[config.mk]
export PLATFORM = sky130hd
export DESIGN_NAME = instr_fetch_sequencer_flat
export DESIGN_NICKNAME = d
export VERILOG_FILES = /design/src/rtl/instr_fetch_sequencer_if.sv /design/src/rtl/instr_fetch_sequencer.sv /design/src/flat_wrapper.sv
export SDC_FILE = /design/constraint.sdc
export NUM_CORES = 1
export LEC_CHECK = 0
export ABC_CLOCK_PERIOD_IN_PS = 5400
export CELL_PAD_IN_SITES_DETAIL_PLACEMENT = 1
export CELL_PAD_IN_SITES_GLOBAL_PLACEMENT = 1
export CORE_ASPECT_RATIO = 1.75
export CORE_MARGIN = 2
export CORE_UTILIZATION = 41
export CTS_BUF_LIST = sky130_fd_sc_hd__clkbuf_16
export DETAILED_ROUTE_END_ITERATION = 7
export HOLD_SLACK_MARGIN = 0.12
export PLACE_DENSITY_LB_ADDON = 0.2
export SLEW_MARGIN = 20
export SYNTH_ARGS = -nofsm -noshare
export SYNTH_HDL_FRONTEND = slang
export SYNTH_SLANG_ARGS = --single-unit
[constraint.sdc]
create_clock -name CLK -period 5.4 [get_ports CLK]
set_clock_uncertainty 0.1 [all_clocks]
set_input_delay 0.81 -clock CLK [delete_from_list [all_inputs] [get_ports CLK]]
set_output_delay 0.81 -clock CLK [all_outputs]
set_load 0.1 [all_outputs]
[src/rtl/instr_fetch_sequencer_if.sv]
// Fetch sequencer bundle: PC/decode handshake plus byte-wide memory bus.
// master = sequencer side, slave = PC logic / decode / memory side.
interface instr_fetch_sequencer_if #(
    parameter int PC_W = 32
);
    logic [PC_W-1:0] pc_in;
    logic            fetch_req;
    logic            flush;
    logic            instr_ready;
    logic [31:0]     instruction;
    logic            instr_valid;
    logic            fetch_busy;
    logic            align_err;
    logic            bus_err;
    logic            mem_read;
    logic [PC_W-1:0] mem_addr;
    logic [7:0]      mem_rdata;
    logic            mem_ack;

    modport master (
        input  pc_in, fetch_req, flush, instr_ready,
        input  mem_rdata, mem_ack,
        output instruction, instr_valid, fetch_busy,
        output align_err, bus_err, mem_read, mem_addr
    );

    modport slave (
        output pc_in, fetch_req, flush, instr_ready,
        output mem_rdata, mem_ack,
        input  instruction, instr_valid, fetch_busy,
        input  align_err, bus_err, mem_read, mem_addr
    );
endinterface

[src/rtl/instr_fetch_sequencer.sv]
// Four-byte big-endian instruction fetch over a byte-wide memory bus.
// Ports: CLK, RESET_N (async low), bus (instr_fetch_sequencer_if.master).
module instr_fetch_sequencer #(
    parameter int PC_W    = 32,
    parameter int TIMEOUT = 15
) (
    input  logic                    CLK,
    input  logic                    RESET_N,
    instr_fetch_sequencer_if.master bus
);
    typedef enum logic [1:0] {
        IDLE = 2'd0,
        READ = 2'd1,
        DONE = 2'd2
    } state_t;

    localparam logic [7:0] TMAX = 8'(TIMEOUT - 1);

    state_t          state;
    state_t          state_n;
    logic [PC_W-1:0] base;
    logic [1:0]      idx;
    logic [7:0]      wcnt;
    logic [23:0]     shreg;
    logic [31:0]     instr_q;
    logic            align_q;
    logic            bus_q;

    logic handoff;
    logic aligned;
    logic do_launch;
    logic do_align;
    logic do_ack;
    logic do_tmo;

    // A new fetch may be accepted from IDLE, on the DONE
    // consume edge, or as the restart half of a flush.
    always_comb begin
        handoff   = bus.flush || (state == IDLE) ||
                    ((state == DONE) && bus.instr_ready);
        aligned   = (bus.pc_in[1:0] == 2'b00);
        do_launch = handoff && bus.fetch_req && aligned;
        do_align  = handoff && bus.fetch_req && !aligned;
        do_ack    = !bus.flush && (state == READ) && bus.mem_ack;
        do_tmo    = !bus.flush && (state == READ) &&
                    !bus.mem_ack && (wcnt == TMAX);
    end

    always_ff @(posedge CLK or negedge RESET_N) begin
        if (!RESET_N) begin
            state <= IDLE;
        end else begin
            state <= state_n;
        end
    end

    always_comb begin
        state_n = state;
        if (do_launch) begin
            state_n = READ;
        end else if (bus.flush) begin
            state_n = IDLE;
        end else begin
            unique case (1'b1)
                (state == IDLE): state_n = IDLE;
                (state == READ): begin
                    if (do_ack && (idx == 2'd3)) begin
                        state_n = DONE;
                    end else if (do_tmo) begin
                        state_n = IDLE;
                    end
                end
                (state == DONE): begin
                    if (bus.instr_ready) begin
                        state_n = IDLE;
                    end
                end
                default: state_n = IDLE;
            endcase
        end
    end

    always_comb begin
        bus.mem_read    = (state == READ);
        bus.mem_addr    = base + PC_W'(idx);
        bus.instr_valid = (state == DONE);
        bus.fetch_busy  = (state != IDLE);
        bus.instruction = instr_q;
        bus.align_err   = align_q;
        bus.bus_err     = bus_q;
    end

    // Bytes shift in MSB-first, so the fourth byte completes
    // the big-endian word; idx wraps back to 0 after byte 3.
    always_ff @(posedge CLK or negedge RESET_N) begin
        if (!RESET_N) begin
            base    <= '0;
            idx     <= '0;
            wcnt    <= '0;
            shreg   <= '0;
            instr_q <= '0;
            align_q <= 1'b0;
            bus_q   <= 1'b0;
        end else begin
            align_q <= do_align;
            bus_q   <= do_tmo;
            if (do_launch) begin
                base <= bus.pc_in;
                idx  <= '0;
                wcnt <= '0;
            end else if (bus.flush || do_tmo) begin
                idx  <= '0;
                wcnt <= '0;
            end else if (do_ack) begin
                shreg <= {shreg[15:0], bus.mem_rdata};
                wcnt  <= '0;
                idx   <= idx + 2'd1;
                if (idx == 2'd3) begin
                    instr_q <= {shreg, bus.mem_rdata};
                end
            end else if (state == READ) begin
                wcnt <= wcnt + 8'd1;
            end
        end
    end
endmodule

[src/flat_wrapper.sv]
// flat-port wrapper written by rule: the top's interface ports become plain ports
module instr_fetch_sequencer_flat 
#(
    parameter int PC_W    = 32,
    parameter int TIMEOUT = 15
)
  (CLK, RESET_N, bus_pc_in, bus_fetch_req, bus_flush, bus_instr_ready, bus_mem_rdata, bus_mem_ack, bus_instruction, bus_instr_valid, bus_fetch_busy, bus_align_err, bus_bus_err, bus_mem_read, bus_mem_addr);
  instr_fetch_sequencer_if #(.PC_W(PC_W)) bus_i ();
  input  logic CLK;
  input  logic RESET_N;
  input wire logic [$bits(bus_i.pc_in)-1:0] bus_pc_in;
  input wire logic [$bits(bus_i.fetch_req)-1:0] bus_fetch_req;
  input wire logic [$bits(bus_i.flush)-1:0] bus_flush;
  input wire logic [$bits(bus_i.instr_ready)-1:0] bus_instr_ready;
  input wire logic [$bits(bus_i.mem_rdata)-1:0] bus_mem_rdata;
  input wire logic [$bits(bus_i.mem_ack)-1:0] bus_mem_ack;
  output wire logic [$bits(bus_i.instruction)-1:0] bus_instruction;
  output wire logic [$bits(bus_i.instr_valid)-1:0] bus_instr_valid;
  output wire logic [$bits(bus_i.fetch_busy)-1:0] bus_fetch_busy;
  output wire logic [$bits(bus_i.align_err)-1:0] bus_align_err;
  output wire logic [$bits(bus_i.bus_err)-1:0] bus_bus_err;
  output wire logic [$bits(bus_i.mem_read)-1:0] bus_mem_read;
  output wire logic [$bits(bus_i.mem_addr)-1:0] bus_mem_addr;
  assign bus_i.pc_in = bus_pc_in;
  assign bus_i.fetch_req = bus_fetch_req;
  assign bus_i.flush = bus_flush;
  assign bus_i.instr_ready = bus_instr_ready;
  assign bus_i.mem_rdata = bus_mem_rdata;
  assign bus_i.mem_ack = bus_mem_ack;
  assign bus_instruction = bus_i.instruction;
  assign bus_instr_valid = bus_i.instr_valid;
  assign bus_fetch_busy = bus_i.fetch_busy;
  assign bus_align_err = bus_i.align_err;
  assign bus_bus_err = bus_i.bus_err;
  assign bus_mem_read = bus_i.mem_read;
  assign bus_mem_addr = bus_i.mem_addr;
  instr_fetch_sequencer #(.PC_W(PC_W), .TIMEOUT(TIMEOUT)) u_core (.CLK(CLK), .RESET_N(RESET_N), .bus(bus_i));
endmodule
==> key figures <==
Route
  • Drt drc: 0
  • Routed WL per cell: 18.0 um
  • Vias: 3267
  • Routed Antenna Nets: 0
  • DRT Wirelength: 11100 um
  • DRT iter0 DRCs: 69
  • Vias per inst: 5.29
  • Detailed Routing Iterations Pass 1: 4

CTS
  • Post-CTS sizing: 0
  • Clock buffer depth: 2
  • CTS tree: yes
  • Postcts setup bufs: 0
  • CTS H-tree depth: 3
  • Worst-path clk slew: 0.07 ns
  • Root Driver: clkbuf_16
  • CTS Buf Count: 9
  • Clock Sinks: 102
  • Clk_lat worst skew: 0.34 ns
  • Cts hold-fix bufs: 0

Critical path
  • Arr. time, crit path: 3.72 ns
  • Crit Path Category: reg2out
  • Crit-path max FO: 4
  • Required @ worst endpoint: 4.49 ns
  • Startpoint type of the worst setup path: register
  • Setup crit end kind: primary output

Place
  • Routability cong.: 0.844
  • Port Buf Inserts: 114
  • Hpwl dp: 8040 um
  • Placed cell area: 6070 um^2

STA
  • Final Slew Violations: 0
  • Slew margin rel.: 32.3%
  • Tightest Pin Transition: 1.01 ns
  • FMAX: 0.216 GHz
  • Setup_tns: 0 ns
  • Final-report setup violation count: 0
  • Fin crit share: 85.7%
  • Worst hold slack: 0.331 ns
  • Final Critical Period: 4.63 ns
  • Final Hold Viols: 0
  • RSZ-0062 raised after global routing: no

Synthesis
  • Largest cells by area after synthesis: dfrtp_1 53%, mux2_1 13%, mux2_4 9.0%, xnor2_1 4.5%, nand4_1 1.8%
  • Synth top area share: 52.9%
  • Main flop type after synthesis: dfrtp_1
  • Register bit total from synthesis: 102
  • Synth area leader: dfrtp_1
  • Syn Inst Count: 360
  • Most instantiated cells after synthesis: 102 x dfrtp_1, 57 x mux2_1, 29 x mux2_4, 25 x xnor2_1, 17 x nand2_1
  • Async SR Flop Fraction: 100%
  • Number of synthesized flops with an enable pin: 0
  • Syn Area/Cell: 13.4 um^2
  • Post-synthesis cell type count: 46
  • Synth warn: 0
  • Mapped cell area: 4820 um^2
  • Top-count cell post-synth: dfrtp_1
  • Synth Net Count: 412
  • Register area share after synthesis: 52.9%

Floorplan
  • Core Area: 11500 um^2
  • DIE WIDTH: 86.0 um
  • Die area: 12700 um^2
  • Die height: 147 um
  • Row Count: 52
  • Starting Density: 41.9%
  • I/O Pins: 115

Layout
  • Share of cells above drive strength 1: 12.9%
  • Final Cell Area: 6350 um^2
  • Final #Nets: 529
  • Area delta synth->final: 31.7%
  • Antenna diode count: 0
  • Core Util, Final: 55.1%

Hold path
  • HP Class: in2async

Global routing
  • Global-route wire length before repair: 18600 um
  • Largest net degree at the start of global routing: 64
  • Vias in the first global route: 3617
  • Initial antenna violation count: 0
  • GRT Util Overall: 18.7%
  • Total global routing overflow: 0

Status
  • Outcome: completed

Pwr
  • Worst vdd ir: 0.179 mV
  • Leakage Power: 0.00281 uW
  • Pwr dens: 373 nW/um^2

Run
  • Max Cap Violations: 0
registers in the layout, indices dropped and copies added, names as in the netlist:
register,count
u_core.base,32
u_core.bus.align_err,1
u_core.bus.bus_err,1
u_core.bus.instruction,32
u_core.idx,2
u_core.shreg,24
u_core.state,2
u_core.wcnt,8
per-layer routing:
layer  track usage (%)  routed length (um)  vias up
met4              6.35                 188        0
met5                 0                   0        -
met1              22.2                4470     1635
met2              32.3                5760       96
li1                  -                   -     1520
met3              4.80                 680       16
final timing paths:
check / from / end / slack (ns) / depth (start not counted)
hold / removal: RESET_N / u_core.base[12] / 0.33 / 1
min in group CLK: u_core.shreg[16] / u_core.shreg[16] / 0.40 / 1
hold reg to reg: u_core.shreg[16] / u_core.shreg[16] / 0.40 / 1
max in group asynchronous: RESET_N / u_core.base[30] / 3.66 / 2
setup / recovery: u_core.idx[0] / bus_mem_addr[18] / 0.77 / 8
setup reg to reg: u_core.state[1] / u_core.bus.instruction[30] / 3.25 / 4
worst max-delay path: stages (launching register included):
cell	delay, ns
dfrtp_1	0.41
ha_1	0.19
inv_1	0.05
fa_1	0.43
and4b_1	0.35
nor4b_2	0.45
nand4_1	0.18
xnor2_1	0.17
clkdlybuf4s50_1	1.15
cell families after synthesis:
kind of cell    synth area share (%)
xor+xnor                        5.45
simple gates                    11.0
flops                           52.9
buf+inv                         2.49
compound gates                  3.87
mux                             22.5
fa+ha+maj                       1.71
power breakdown:
| group | total [uW] | internal, uW | leakage (uW) | switching [uW] |
|---|---|---|---|---|
| Clock | 619 | 319 | 0.000133 | 299 |
| Combinational | 737 | 225 | 0.00135 | 511 |
| Sequential | 1020 | 894 | 0.00132 | 121 |
| Total | 2370 | 1440 | 0.00281 | 932 |
placed cells by master (no fill, tap or decap), types with 2 or more instances in the layout:
| master | count |
|---|---|
| a21oi_1 | 3 |
| a31oi_1 | 2 |
| a32oi_1 | 4 |
| and2_1 | 4 |
| and3_1 | 7 |
| and4_1 | 2 |
| and4b_1 | 2 |
| buf_4 | 4 |
| clkbuf_16 | 9 |
| clkdlybuf4s50_1 | 113 |
| clkinv_4 | 2 |
| clkinvlp_4 | 2 |
| dfrtp_1 | 102 |
| ha_1 | 5 |
| inv_1 | 7 |
| inv_2 | 2 |
| inv_8 | 2 |
| mux2_1 | 57 |
| mux2_4 | 29 |
| nand2_1 | 17 |
| nand2b_1 | 3 |
| nand3_1 | 16 |
| nand4_1 | 14 |
| nor2_1 | 10 |
| nor3_1 | 2 |
| nor4_1 | 2 |
| nor4_2 | 2 |
| o21ai_0 | 2 |
| o21ai_1 | 5 |
| o31ai_1 | 3 |
| xnor2_1 | 25 |
| xor2_1 | 5 |
final cells by class:
cell class | instances | area (um^2)
flip-flops and latches | 102 | 2550
inverters | 9 | 33.8
fillers | 1175 | 5170
clock inverters | 7 | 58.8
repair buffers | 117 | 1160
multi-input cells | 238 | 2150
well taps | 135 | 169
clock buffers | 9 | 225
stage by stage:
step	power (uW)	setup WS (ns)	std cells
2_1_floorplan	1550	1.15	360
3_3_place_gp	1750	1.24	601
3_5_place_dp	1780	1.09	601
4_1_cts	2410	0.713	617
5_1_grt	2480	0.543	617
6_report	2370	0.774	617
(Power assumes the default switching activity.)
